### src/rtl/regfile_access_arbiter.sv
// -----------------------------------------------------------------------------
// regfile_access_arbiter
//
// Purpose:
//   Shares the single write port and read port A of a 2^AWIDTH x DWIDTH
//   register file between two requesters (R0, R1). Round-robin arbitration
//   grants at most one command per cycle over a valid/ready handshake. Read
//   data comes back one cycle after the grant, which lines up with the file's
//   registered read. After reset an optional init pass writes zero to every
//   entry before any requester is served.
//
// Ports:
//   CLK, RST                  clock; synchronous active-high reset
//   REQ_VALID_x / REQ_READY_x command handshake per requester (x = 0, 1)
//   REQ_WR_x                  1 = write, 0 = read
//   REQ_ADDR_x, REQ_WDATA_x   command address / write data
//   RVALID_x, RDATA_x         one-cycle read response; RDATA_x is 0 when idle
//   BUSY                      init pass in progress
//   RF_WE, RF_WA, RF_DATAIN   register-file write port
//   RF_RE_A, RF_RA_A          register-file read port A request
//   RF_OUT_A                  register-file read port A data (registered)
// -----------------------------------------------------------------------------
//
// state    | meaning
// ---------+-------------------------------------------------------------
// ST_RESET | first cycle after RST falls; nothing driven
// ST_INIT  | zero-clear pass, one entry per cycle, requesters held off
// ST_RUN   | normal service, round-robin arbitration between R0 and R1

module regfile_access_arbiter #(
  parameter int DWIDTH  = 32,
  parameter int AWIDTH  = 5,
  parameter bit INIT_EN = 1'b1
) (
  input  logic              CLK,
  input  logic              RST,

  input  logic              REQ_VALID_0,
  output logic              REQ_READY_0,
  input  logic              REQ_WR_0,
  input  logic [AWIDTH-1:0] REQ_ADDR_0,
  input  logic [DWIDTH-1:0] REQ_WDATA_0,

  input  logic              REQ_VALID_1,
  output logic              REQ_READY_1,
  input  logic              REQ_WR_1,
  input  logic [AWIDTH-1:0] REQ_ADDR_1,
  input  logic [DWIDTH-1:0] REQ_WDATA_1,

  output logic              RVALID_0,
  output logic [DWIDTH-1:0] RDATA_0,
  output logic              RVALID_1,
  output logic [DWIDTH-1:0] RDATA_1,

  output logic              BUSY,

  output logic              RF_WE,
  output logic [AWIDTH-1:0] RF_WA,
  output logic [DWIDTH-1:0] RF_DATAIN,
  output logic              RF_RE_A,
  output logic [AWIDTH-1:0] RF_RA_A,
  input  logic [DWIDTH-1:0] RF_OUT_A
);

  typedef enum logic [1:0] {
    ST_RESET = 2'd0,
    ST_INIT  = 2'd1,
    ST_RUN   = 2'd2
  } state_t;

  localparam logic [AWIDTH-1:0] CNT_ONE  = {{(AWIDTH-1){1'b0}}, 1'b1};
  localparam logic [AWIDTH-1:0] CNT_LAST = {AWIDTH{1'b1}};

  state_t            state_q;
  state_t            state_d;
  logic [AWIDTH-1:0] init_cnt_q;
  // 1 = R1 received the most recent grant, so R0 wins the next tie.
  logic              last_r1_q;
  logic              rvalid_0_q;
  logic              rvalid_1_q;
  logic              grant_0;
  logic              grant_1;

  // Next state, arbitration and register-file drive. Everything is gated by
  // RST so that the reset-state outputs hold during the reset cycle itself,
  // not only from the following edge.
  always_comb begin
    state_d     = state_q;
    grant_0     = 1'b0;
    grant_1     = 1'b0;
    REQ_READY_0 = 1'b0;
    REQ_READY_1 = 1'b0;
    BUSY        = 1'b0;
    RF_WE       = 1'b0;
    RF_WA       = '0;
    RF_DATAIN   = '0;
    RF_RE_A     = 1'b0;
    RF_RA_A     = '0;

    if (!RST) begin
      case (state_q)
        ST_RESET: begin
          state_d = INIT_EN ? ST_INIT : ST_RUN;
        end

        ST_INIT: begin
          BUSY  = 1'b1;
          RF_WE = 1'b1;
          RF_WA = init_cnt_q;
          if (init_cnt_q == CNT_LAST) begin
            state_d = ST_RUN;
          end
        end

        ST_RUN: begin
          // R0 wins when alone, or on a tie when R1 was granted last.
          // R1 takes every remaining valid cycle, which covers both the
          // R1-alone case and the tie after an R0 grant.
          grant_0 = REQ_VALID_0 && (!REQ_VALID_1 || last_r1_q);
          grant_1 = REQ_VALID_1 && !grant_0;

          REQ_READY_0 = grant_0;
          REQ_READY_1 = grant_1;

          // Only one grant per cycle, so the write port and read port A are
          // never enabled together.
          if (grant_0) begin
            if (REQ_WR_0) begin
              RF_WE     = 1'b1;
              RF_WA     = REQ_ADDR_0;
              RF_DATAIN = REQ_WDATA_0;
            end else begin
              RF_RE_A = 1'b1;
              RF_RA_A = REQ_ADDR_0;
            end
          end else if (grant_1) begin
            if (REQ_WR_1) begin
              RF_WE     = 1'b1;
              RF_WA     = REQ_ADDR_1;
              RF_DATAIN = REQ_WDATA_1;
            end else begin
              RF_RE_A = 1'b1;
              RF_RA_A = REQ_ADDR_1;
            end
          end
        end

        default: begin
          state_d = ST_RESET;
        end
      endcase
    end
  end

  always_ff @(posedge CLK) begin
    if (RST) begin
      state_q    <= ST_RESET;
      init_cnt_q <= '0;
      last_r1_q  <= 1'b1;
      rvalid_0_q <= 1'b0;
      rvalid_1_q <= 1'b0;
    end else begin
      state_q <= state_d;

      // Wraps back to zero on the last init write, leaving it clean for
      // the next init pass after a reset.
      if (state_q == ST_INIT) begin
        init_cnt_q <= init_cnt_q + CNT_ONE;
      end else begin
        init_cnt_q <= '0;
      end

      // Pointer moves only on an actual grant; idle cycles keep it.
      if (grant_0) begin
        last_r1_q <= 1'b0;
      end else if (grant_1) begin
        last_r1_q <= 1'b1;
      end

      // The file registers its read, so the response is flagged on the
      // cycle after the read grant.
      rvalid_0_q <= grant_0 && !REQ_WR_0;
      rvalid_1_q <= grant_1 && !REQ_WR_1;
    end
  end

  // A response pending when RST rises is suppressed in that same cycle.
  assign RVALID_0 = rvalid_0_q && !RST;
  assign RVALID_1 = rvalid_1_q && !RST;
  assign RDATA_0  = RVALID_0 ? RF_OUT_A : '0;
  assign RDATA_1  = RVALID_1 ? RF_OUT_A : '0;

endmodule

### config.mk
export PLATFORM = sky130hd
export DESIGN_NAME = regfile_access_arbiter
export DESIGN_NICKNAME = d
export VERILOG_FILES = /design/src/rtl/regfile_access_arbiter.sv
export SDC_FILE = /design/constraint.sdc
export NUM_CORES = 1
export LEC_CHECK = 0
export CAP_MARGIN = 20
export CORE_MARGIN = 2
export CORE_UTILIZATION = 25
export DETAILED_ROUTE_END_ITERATION = 16
export HOLD_SLACK_MARGIN = 0.05
export MAX_ROUTING_LAYER = met4
export PLACE_DENSITY_LB_ADDON = 0.05
export SLEW_MARGIN = 10
export SYNTH_ARGS = -nofsm -noshare
export SYNTH_HDL_FRONTEND = slang
export SYNTH_SLANG_ARGS = --single-unit
### constraint.sdc
create_clock -name CLK -period 1.6 [get_ports CLK]
set_input_delay 0.4 -clock CLK [delete_from_list [all_inputs] [get_ports CLK]]
set_output_delay 0.4 -clock CLK [all_outputs]
set_load 0.01 [all_outputs]
==> impl_metrics.json <==
{
  "status": "finished with violations",
  "violations": "setup timing",
  "layout-drive-gt1-share_pct": 63.8,
  "cts_tree": "built",
  "ios": 225,
  "clock-sinks": 10,
  "gp_congestion": 0.878,
  "clk_path_buf_depth": 2,
  "fin_ws_ns": -0.391,
  "port-buffer-count": 224,
  "period_minus_slack_ns": 1.99,
  "r2r_setup_slack_ns": 0.07,
  "setup_viol": 106,
  "crit_fanout": 8,
  "post-place-ws_ns": -1.05,
  "vias_per_cell": 5.11,
  "worstPathArrival_ns": 1.59,
  "clk_pin_slew_ns": 0.05,
  "max_slew_margin_pct": 80.5,
  "syn-cell-area_sq_mm": 0.00190,
  "yosys_warnings": 0,
  "finalMaxSlewViolations": 0,
  "initial_core_util_pct": 26.0,
  "critPathLaunchType": "flop",
  "grt_usage_pct": 30.2,
  "skew_ns": 0.00424,
  "syn_nets": 414,
  "first_global_vias": 3593,
  "grt_overflow_total": 0,
  "timing.fmax_ghz": 0.502,
  "leakagePower_nw": 2.51,
  "finalHoldViolations": 0,
  "finalWirelength_microns": 13400,
  "core-area_sq_mm": 0.00733,
  "p_per_area_mw_per_mm2": 420,
  "postRouteAntennaNets": 0,
  "first_pass_iters": 4,
  "routedWlPerCell_microns": 19.5,
  "rr_endpoint": "state_q[1]$_SDFFE_PP0P_",
  "crit_path_start": "state_q[1]$_SDFFE_PP0P_",
  "whs_path_depth": 1,
  "hold_class": "reg -> reg",
  "root_buffer": "clkbuf_8",
  "route.detailed.drc": 0,
  "area_delta_synth_final_pct": 211,
  "irDropWorstVdd_mv": 0.379,
  "reg2reg_depth": 7,
  "nets": 705,
  "vias": 3503,
  "critical_path_class": "reg -> out",
  "fin_crit_sh_pct": 124,
  "synth_cells": 296,
  "hold_start": "init_cnt_q[0]$_SDFF_PN0_",
  "ys_seq_area_share_pct": 10.5,
  "hold_end": "init_cnt_q[0]$_SDFF_PN0_",
  "syn_area_per_cell_sq_um": 6.43,
  "drv_cap": 0,
  "r2r-start": "state_q[1]$_SDFFE_PP0P_",
  "grt_max_degree": 22,
  "tightestPinTransition_ns": 0.292,
  "die_area_sq_mm": 0.00833,
  "critPathCaptureType": "output port",
  "rows": 31,
  "yosys_register_bits": 10,
  "grt_pass1_wl_microns": 19600,
  "power_w": 0.00249,
  "grt_setup_unrepaired": "true",
  "drt_iter0_markers": 92,
  "crit_required_ns": 1.20,
  "cts_buffers": 3,
  "antenna_found_initial": 2,
  "h-tree-depth": 1,
  "mostFrequentLayoutCells": "buf_6 (105), clkdlybuf4s50_1 (105), and2_4 (64)",
  "hpwl_microns": 7730,
  "ys_types": 31,
  "tns_ns": -15.76,
  "die_h_microns": 91.3,
  "insertion_delay_ns": 0.23,
  "fp.dieW_microns": 91.3
}
[worst max-delay path, cell delays in order (launching register included)]
cell and delay [ns]:
dfxtp_4 0.36, inv_4 0.04, ha_4 0.25, nor2b_4 0.16, buf_6 0.14, nand3_1 0.07, o211ai_1 0.17, buf_2 0.16
[area by class of cell]
cell class / count / area [sq um]
Timing Repair Buffer: 322 / 3400
Multi-Input combinational cell: 244 / 2120
Fill cell: 488 / 1400
Sequential cell: 10 / 211
Tap cell: 99 / 124
Clock buffer: 3 / 41.3
Inverter: 6 / 30.0
Antenna cell: 2 / 5.00
[timing repair]
action / 4_1_cts / 5_1_grt
setup buffers: 50 / 7
gates cloned: 20 / 1
endpoints found under the setup margin: 113 / 115
hold buffers: 0 / 0
pin swaps: 70 / 28
gates resized for setup: 677 / 113
[registers in the layout, indices dropped and copies added (netlist names)]
register,cells
init_cnt_q,5
state_q,2
last_r1_q,1
rvalid_0_q,1
rvalid_1_q,1
[cells by family after synthesis]
group,count (synthesis),share of synthesized area (%)
and+or+nand+nor,180,56.2
xor gates and xnor gates,2,0.920
buffers and inverters,42,11.2
DFF,10,10.5
adders and majority gates,6,3.94
AOI/OAI and AO/OA,56,17.3
[cells in the mapped netlist (all sizes together)]
| master | n | area share, % |
|---|---|---|
| a211oi | 6 | 2.6 |
| a21oi | 34 | 8.9 |
| a221o | 1 | 0.53 |
| a2bb2oi | 1 | 0.79 |
| a31oi | 1 | 0.33 |
| and2 | 72 | 24 |
| and2b | 1 | 0.39 |
| and3 | 1 | 0.33 |
| buf | 20 | 6.8 |
| clkbuf | 16 | 3.2 |
| dfxtp | 10 | 11 |
| ha | 6 | 3.9 |
| inv | 6 | 1.2 |
| nand2 | 4 | 0.79 |
| nand2b | 3 | 0.99 |
| nand3 | 44 | 12 |
| nand4 | 37 | 12 |
| nand4b | 5 | 2.3 |
| nor2 | 4 | 0.79 |
| nor2b | 5 | 1.6 |
| nor3 | 1 | 0.26 |
| nor3b | 1 | 0.39 |
| o211ai | 5 | 2.0 |
| o21ai | 8 | 2.1 |
| or3b | 2 | 0.92 |
| xnor2 | 1 | 0.46 |
| xor2 | 1 | 0.46 |
[through the flow]
stage / hold WS [ns] / cell area, sq um / instances / utilization [%]
2_1_floorplan: 0.430 / 1950 / 296 / -
3_3_place_gp: 0.452 / 4450 / 618 / 60.7
3_5_place_dp: 0.460 / 4450 / 618 / 60.7
4_1_cts: 0.465 / 5620 / 690 / 76.7
5_1_grt: 0.468 / 5930 / 686 / 80.9
6_report: 0.429 / 5930 / 686 / 80.9
[report_power, final]
group          total [W]  internal [W]  switching [W]
combinational    0.00191       0.00109       0.000819
sequential      0.000327      0.000294      0.0000326
clock           0.000256      0.000164      0.0000916
total            0.00249       0.00155       0.000943
[worst max-delay path by stage]
stage | to | slack, ns | cells past startpoint
floorplan | RF_WA[2] | -0.04 | 7
global placement | RF_WE | -1.01 | 6
detailed placement | RF_WE | -1.05 | 6
CTS | RF_WA[4] | -0.39 | 7
global route | RF_WA[4] | -0.47 | 7
finish | RF_WA[3] | -0.39 | 7
[per-layer routing]
| layer | vias to the layer above | wire (microns) | global-route usage (%) |
|---|---|---|---|
| met3 | 28 | 924 | 5.98 |
| met5 | - | 0 | - |
| met1 | 1635 | 5060 | 31.7 |
| li1 | 1658 | - | - |
| met4 | 0 | 471 | 8.08 |
| met2 | 182 | 6930 | 57.2 |
Power figures use the tool's default switching activity.
==> variant 1, RTL diff (same flow settings) <==
The parameter `AWIDTH` goes from 5 to 10.
--- a/src/rtl/regfile_access_arbiter.sv
+++ b/src/rtl/regfile_access_arbiter.sv
@@ -29,7 +29,7 @@
 
 module regfile_access_arbiter #(
   parameter int DWIDTH  = 32,
-  parameter int AWIDTH  = 5,
+  parameter int AWIDTH  = 10,
   parameter bit INIT_EN = 1'b1
 ) (
   input  logic              CLK,
Ports: changed (resized REQ_ADDR_0, REQ_ADDR_1, RF_RA_A and RF_WA); port bits go from 225 to 245. No check against the original RTL was run, so the function may have changed too.
==> variant 1 against the original RTL <==
  * The run still ends with setup timing left
  * Routed wire length rose by 19%
  * Setup slack got worse by 0.19 ns
  * Sequential share of layout area up 1.1 points
  * Sequential cell count grew 5
  * Cell area rose by 10%
  * Maximum frequency is 8.7% lower
  * Area after synthesis increased by 3.5%
  * Die area increased by 3.3%
  * Critical path depth grew 2
  * Total power up 15%
  * Synthesized cell count increased by 2.0%
  * Largest cell class unchanged
  * Highest routed layer unchanged
==> variant 1: results (changes against the original RTL) <==
- I/O Buffers: 244 (+8.9%)
- Net Switching: 1.050 mW (+11%)
- Nets: 778 (+10%)
- Most common library cells after synthesis: and2_1, nor2_1, a22oi_1
- Post-CTS resize count: 663 (-2.1%)
- Failing checks: setup timing
- Largest registers: init_cnt_q x10, state_q x2
- Fillers: 416 (-15%)
- Sequential fraction of the synthesis area: 15.24% (+4.7 points)
- Multi-input logic area: 2200 um^2 (+4.0%)
- Worst Clk Skew: 0.0007046 ns (-0.003535 ns)
- Worst hold path type: in -> reg
- GR Util met3: 8.055% (+2.1 points)
- CP Capture Point: RF_RA_A[5]
- Final GP Congestion: 0.8957 (+2.0%)
- Crit-path max FO: 5 (-3)
- Yosys cell types: 32 (+3.2%)
- Hold Crit Start: RST
- Met2 wire len: 8362 um (+21%)
- R2R Path Start: state_q[0]$_SDFFE_PP0P_
- DRT iter0 DRCs: 125 (+36%)
- Non-clock buffer count: 369 (+15%)
- Multi-input gates: 256 (+4.9%)
- Final WS setup: -0.5815 ns (-0.1903 ns)
- Pin count of the biggest net entering global routing: 15 (-32%)
- Hold Path Depth: 3 (+2)
- Pleak: 2.914 nW (+16%)
- Layout cells sized above 1: 64.92% (+1.2 points)
- Clock-cell share: 0.7098% (+0.014 points)
- Clk pin slew, worst setup/hold paths: 0.07 ns (+0.02 ns)
- Antenna violations before repair: 3 (+1)
- Flop2flop setup slack: -0.39 ns (-0.46 ns)
- M1 GR Usage: 36.36% (+4.7 points)
- Clock latency on the worst-skew pair: 0.25 ns (+0.02 ns)
- Synth Area in Compound Gates: 24.70% (+7.4 points)
- Global Route Usage Sum: 33.44% (+3.3 points)
- Global-route wire length before repair: 21650 um (+11%)
- Worst hold slack: 0.4477 ns (+0.01824 ns)
- Mux contribution to synthesized area: 1.016% (+1.0 points)
- Area contributors post-synth: and2_1, a22oi_1, dfxtp_1
- Signal buffers share of area: 58.37% (+0.98 points)
- Outcome: finished with violations
- Reg2Reg Depth: 10 (+3)
- Syn Nets: 429 (+3.6%)
- Comb power frac: 73.1% (-3.5 points)
- TNS Setup: -36.25 ns (-20.49 ns)
- Met2 usage: 60.81% (+3.6 points)
- Xor/xnor share of the synthesized area: 3.556% (+2.6 points)
- Final setup viols: 126 (+19%)
- Arrival @ worst endpoint: 1.78 ns (+0.19 ns)
- Diodes inserted: 3 (+1)
- FF/Latch Area: 306.5 um^2 (+45%)
- Metal1 wirelength: 5735 um (+13%)
- DR WL met3: 1232 um (+33%)
- Finished Layout Cells: 755 (+10%)
variant 1: cell types whose count changed after synthesis, moves of 8 or more:
| cell | delta |
|---|---|
| o21ai_0 | -8 |
| nand4_1 | -35 |
| nand2_1 | +22 |
| a21oi_1 | -23 |
| o21ai_1 | +10 |
| a22oi_1 | +42 |
| nand3_1 | -33 |
| nor2_1 | +41 |
variant 1: stage by stage:
step	power, mW	area (um^2)	worst slack, ns
after floorplan	1.091	2308	-0.05857
after global placement	1.750	5025	-1.096
after detailed placement	1.774	5025	-1.133
after CTS	2.681	6000	-0.5751
after global routing	2.984	6523	-0.6139
final	2.875	6523	-0.5815
variant 1: cells by family after synthesis:
kind of cell,Yosys count
mux,2
buf+inv,32
compound gates,69
flops,15
xor+xnor,8
fa+ha+maj,5
simple gates,171
variant 1: critical path: stages (launching register included):
cell	delay, ns
dfxtp_2	0.33
inv_2	0.09
buf_6	0.11
ha_4	0.14
nand2b_4	0.06
or2_4	0.28
buf_6	0.14
buf_6	0.11
a21oi_4	0.13
buf_2	0.15
==> variant 2, RTL diff (same settings) <==
Without the edit above. Make the reset (`RST`) asynchronous in one clocked block. Comments in the files are not updated.
--- a/src/rtl/regfile_access_arbiter.sv
+++ b/src/rtl/regfile_access_arbiter.sv
@@ -152,7 +152,7 @@
     end
   end
 
-  always_ff @(posedge CLK) begin
+  always_ff @(posedge CLK or posedge RST) begin
     if (RST) begin
       state_q    <= ST_RESET;
       init_cnt_q <= '0;
Behaviour: no difference found for any inputs over 10 cycles, from zero or initial values and one cycle with RST high; that may be too few to reach the edited logic, so the function may still have changed.
==> variant 2 against the original RTL <==
  * The run still ends with setup timing left
  * Clock skew shrank 0.0033 ns
  * Area after synthesis grew 0.59%
  * Critical path depth is 1 lower
  * Sequential cell count did not move
  * Non-clock buffer count decreased by 4
  * Highest routed layer unchanged
  * Maximum frequency down 4.6%
  * Total power increased by 45%
  * Cell area increased by 2.7%
  * Routed wire length rose by 8.5%
  * Global-route usage increased by 1.5 points
  * Setup slack lost 0.096 ns
==> variant 2: results (changes against the original RTL) <==
- Synth Flop Type: dfrtp_1
- Worst Clk Skew: 0.0009772 ns (-0.003262 ns)
- Diodes inserted: 0 (-2)
- Multi-input logic area: 2205 um^2 (+4.2%)
- Pleak: 2.624 nW (+4.7%)
- Layout cells sized above 1: 66.03% (+2.3 points)
- Final GP Congestion: 0.8936 (+1.7%)
- Global-route wire length before repair: 20390 um (+4.2%)
- Yosys cell types: 34 (+9.7%)
- Syn Area/Cell: 6.675 um^2 (+3.7%)
- DR WL/cell: 21.39 um (+9.7%)
- Fillers: 426 (-13%)
- VDD IR max: 1.124 mV (+200%)
- Finished Layout Cells: 679 (-1.0%)
- Worst hold path type: in -> async
- Crit-path max FO: 6 (-2)
- Arrival @ worst endpoint: 1.69 ns (+0.10 ns)
- TNS Setup: -24.05 ns (-8.291 ns)
- CP Capture Point: RF_WA[0]
- DPL Wire Length: 8316 um (+7.6%)
- Clock-cell share: 0.9033% (+0.21 points)
- Flop2flop setup slack: -0.09 ns (-0.16 ns)
- Post-CTS resize count: 652 (-3.7%)
- Area contributors post-synth: and2_1, nand3_1, dfrtp_1
- Non-clock buffer count: 318 (-1.2%)
- Multi-input gates: 243 (-0.41%)
- Synth async-reset ratio: 100.0% (+100 points)
- Clock latency on the worst-skew pair: 0.23 ns (about the same)
- Int Pwr: 2.171 mW (+40%)
- Slowest stage delay, CP: 0.39 ns (+0.03 ns)
- Syn Nets: 405 (-2.2%)
- Worst slew margin: 83.40% (+2.9 points)
- Pin count of the biggest net entering global routing: 18 (-18%)
- FF-to-FF End: state_q[1]$_DFFE_PP0P_
- Pre-CTS setup slack: -1.119 ns (-0.06960 ns)
- Via density: 5.211 (+2.0%)
- FF/Latch Area: 251.5 um^2 (+19%)
- # clk buffers: 4 (+1)
- Final setup viols: 113 (+6.6%)
- Antenna violations before repair: 0 (-2)
- Signal buffers share of area: 56.46% (-0.94 points)
- Outcome: finished with violations
- Critical path origin: state_q[1]$_DFFE_PP0P_
- Failing checks: setup timing
- Placed Cells incl. Taps: 615 (-0.49%)
- Final WS setup: -0.4875 ns (-0.09634 ns)
- Sequential fraction of the synthesis area: 13.13% (+2.6 points)
- Vias in the first global route: 3524 (-1.9%)
- R2R Path Start: init_cnt_q[0]$_DFF_PP0_
- Global Route Usage Sum: 31.64% (+1.5 points)
- Most common library cells after synthesis: and2_1, nand3_1, a21oi_1
- Nets: 699 (-0.85%)
- Inverters: 5 (-1)
- Setup Buffers After CTS: 43 (-14%)
-- variant 2: cell count changes after synthesis, sizes merged, moves of 5 or more --
cell    delta
nand4     -37
nand3     +21
clkbuf    -10
dfxtp     -10
dfrtp      +9
nand2      +6
and3       +5
nor4       +5
o211ai     -5
-- variant 2: worst max-delay path, delay by kind of cell (launching register included) --
family / cells / cell delay (ns)
flops: 1 / 0.39
compound gates: 1 / 0.31
simple gates: 2 / 0.29
buf+inv: 2 / 0.25
fa+ha+maj: 1 / 0.22
-- variant 2: power groups by stage --
stage | logic (mW) | registers (mW) | clock network, mW
6_report | 2.95 | 0.363 | 0.306
4_1_cts | 2.80 | 0.363 | 0.316
3_3_place_gp | 1.89 | 0.377 | 0
5_1_grt | 3.13 | 0.371 | 0.331
3_5_place_dp | 1.92 | 0.381 | 0
2_1_floorplan | 1.03 | 0.379 | 0
-- variant 2: per-layer routing --
metal	part of all wire [%]	vias to the layer above	routed length, um	global-route usage [%]
met2	50	182	7312	54.29
li1	-	1613	-	-
met3	5.7	59	834	4.564
met4	4.9	0	711	13.13
met5	0	-	0	-
met1	39	1684	5667	36.83
-- variant 2: kinds of logic (layout without fill, tap and decap cells) --
kind of cell    count (synthesis)  count (layout)  share of synthesized area, %
compound gates                 53              53                         16.52
xor+xnor                        2               2                        0.9146
fa+ha+maj                       6               6                         3.919
buf+inv                        34             327                         9.863
flops                          10              10                         13.13
mux                             2               2                         1.176
simple gates                  180             180                         54.47
-- variant 2: per-stage QoR --
step	hold slack [ns]	area [um^2]	utilization (%)
floorplan	0.2477	2158	-
global placement	0.5530	4683	63.88
detailed placement	0.5811	4683	63.88
CTS	0.2348	5783	78.89
global route	0.2522	6095	83.14
finish	0.2518	6095	83.14
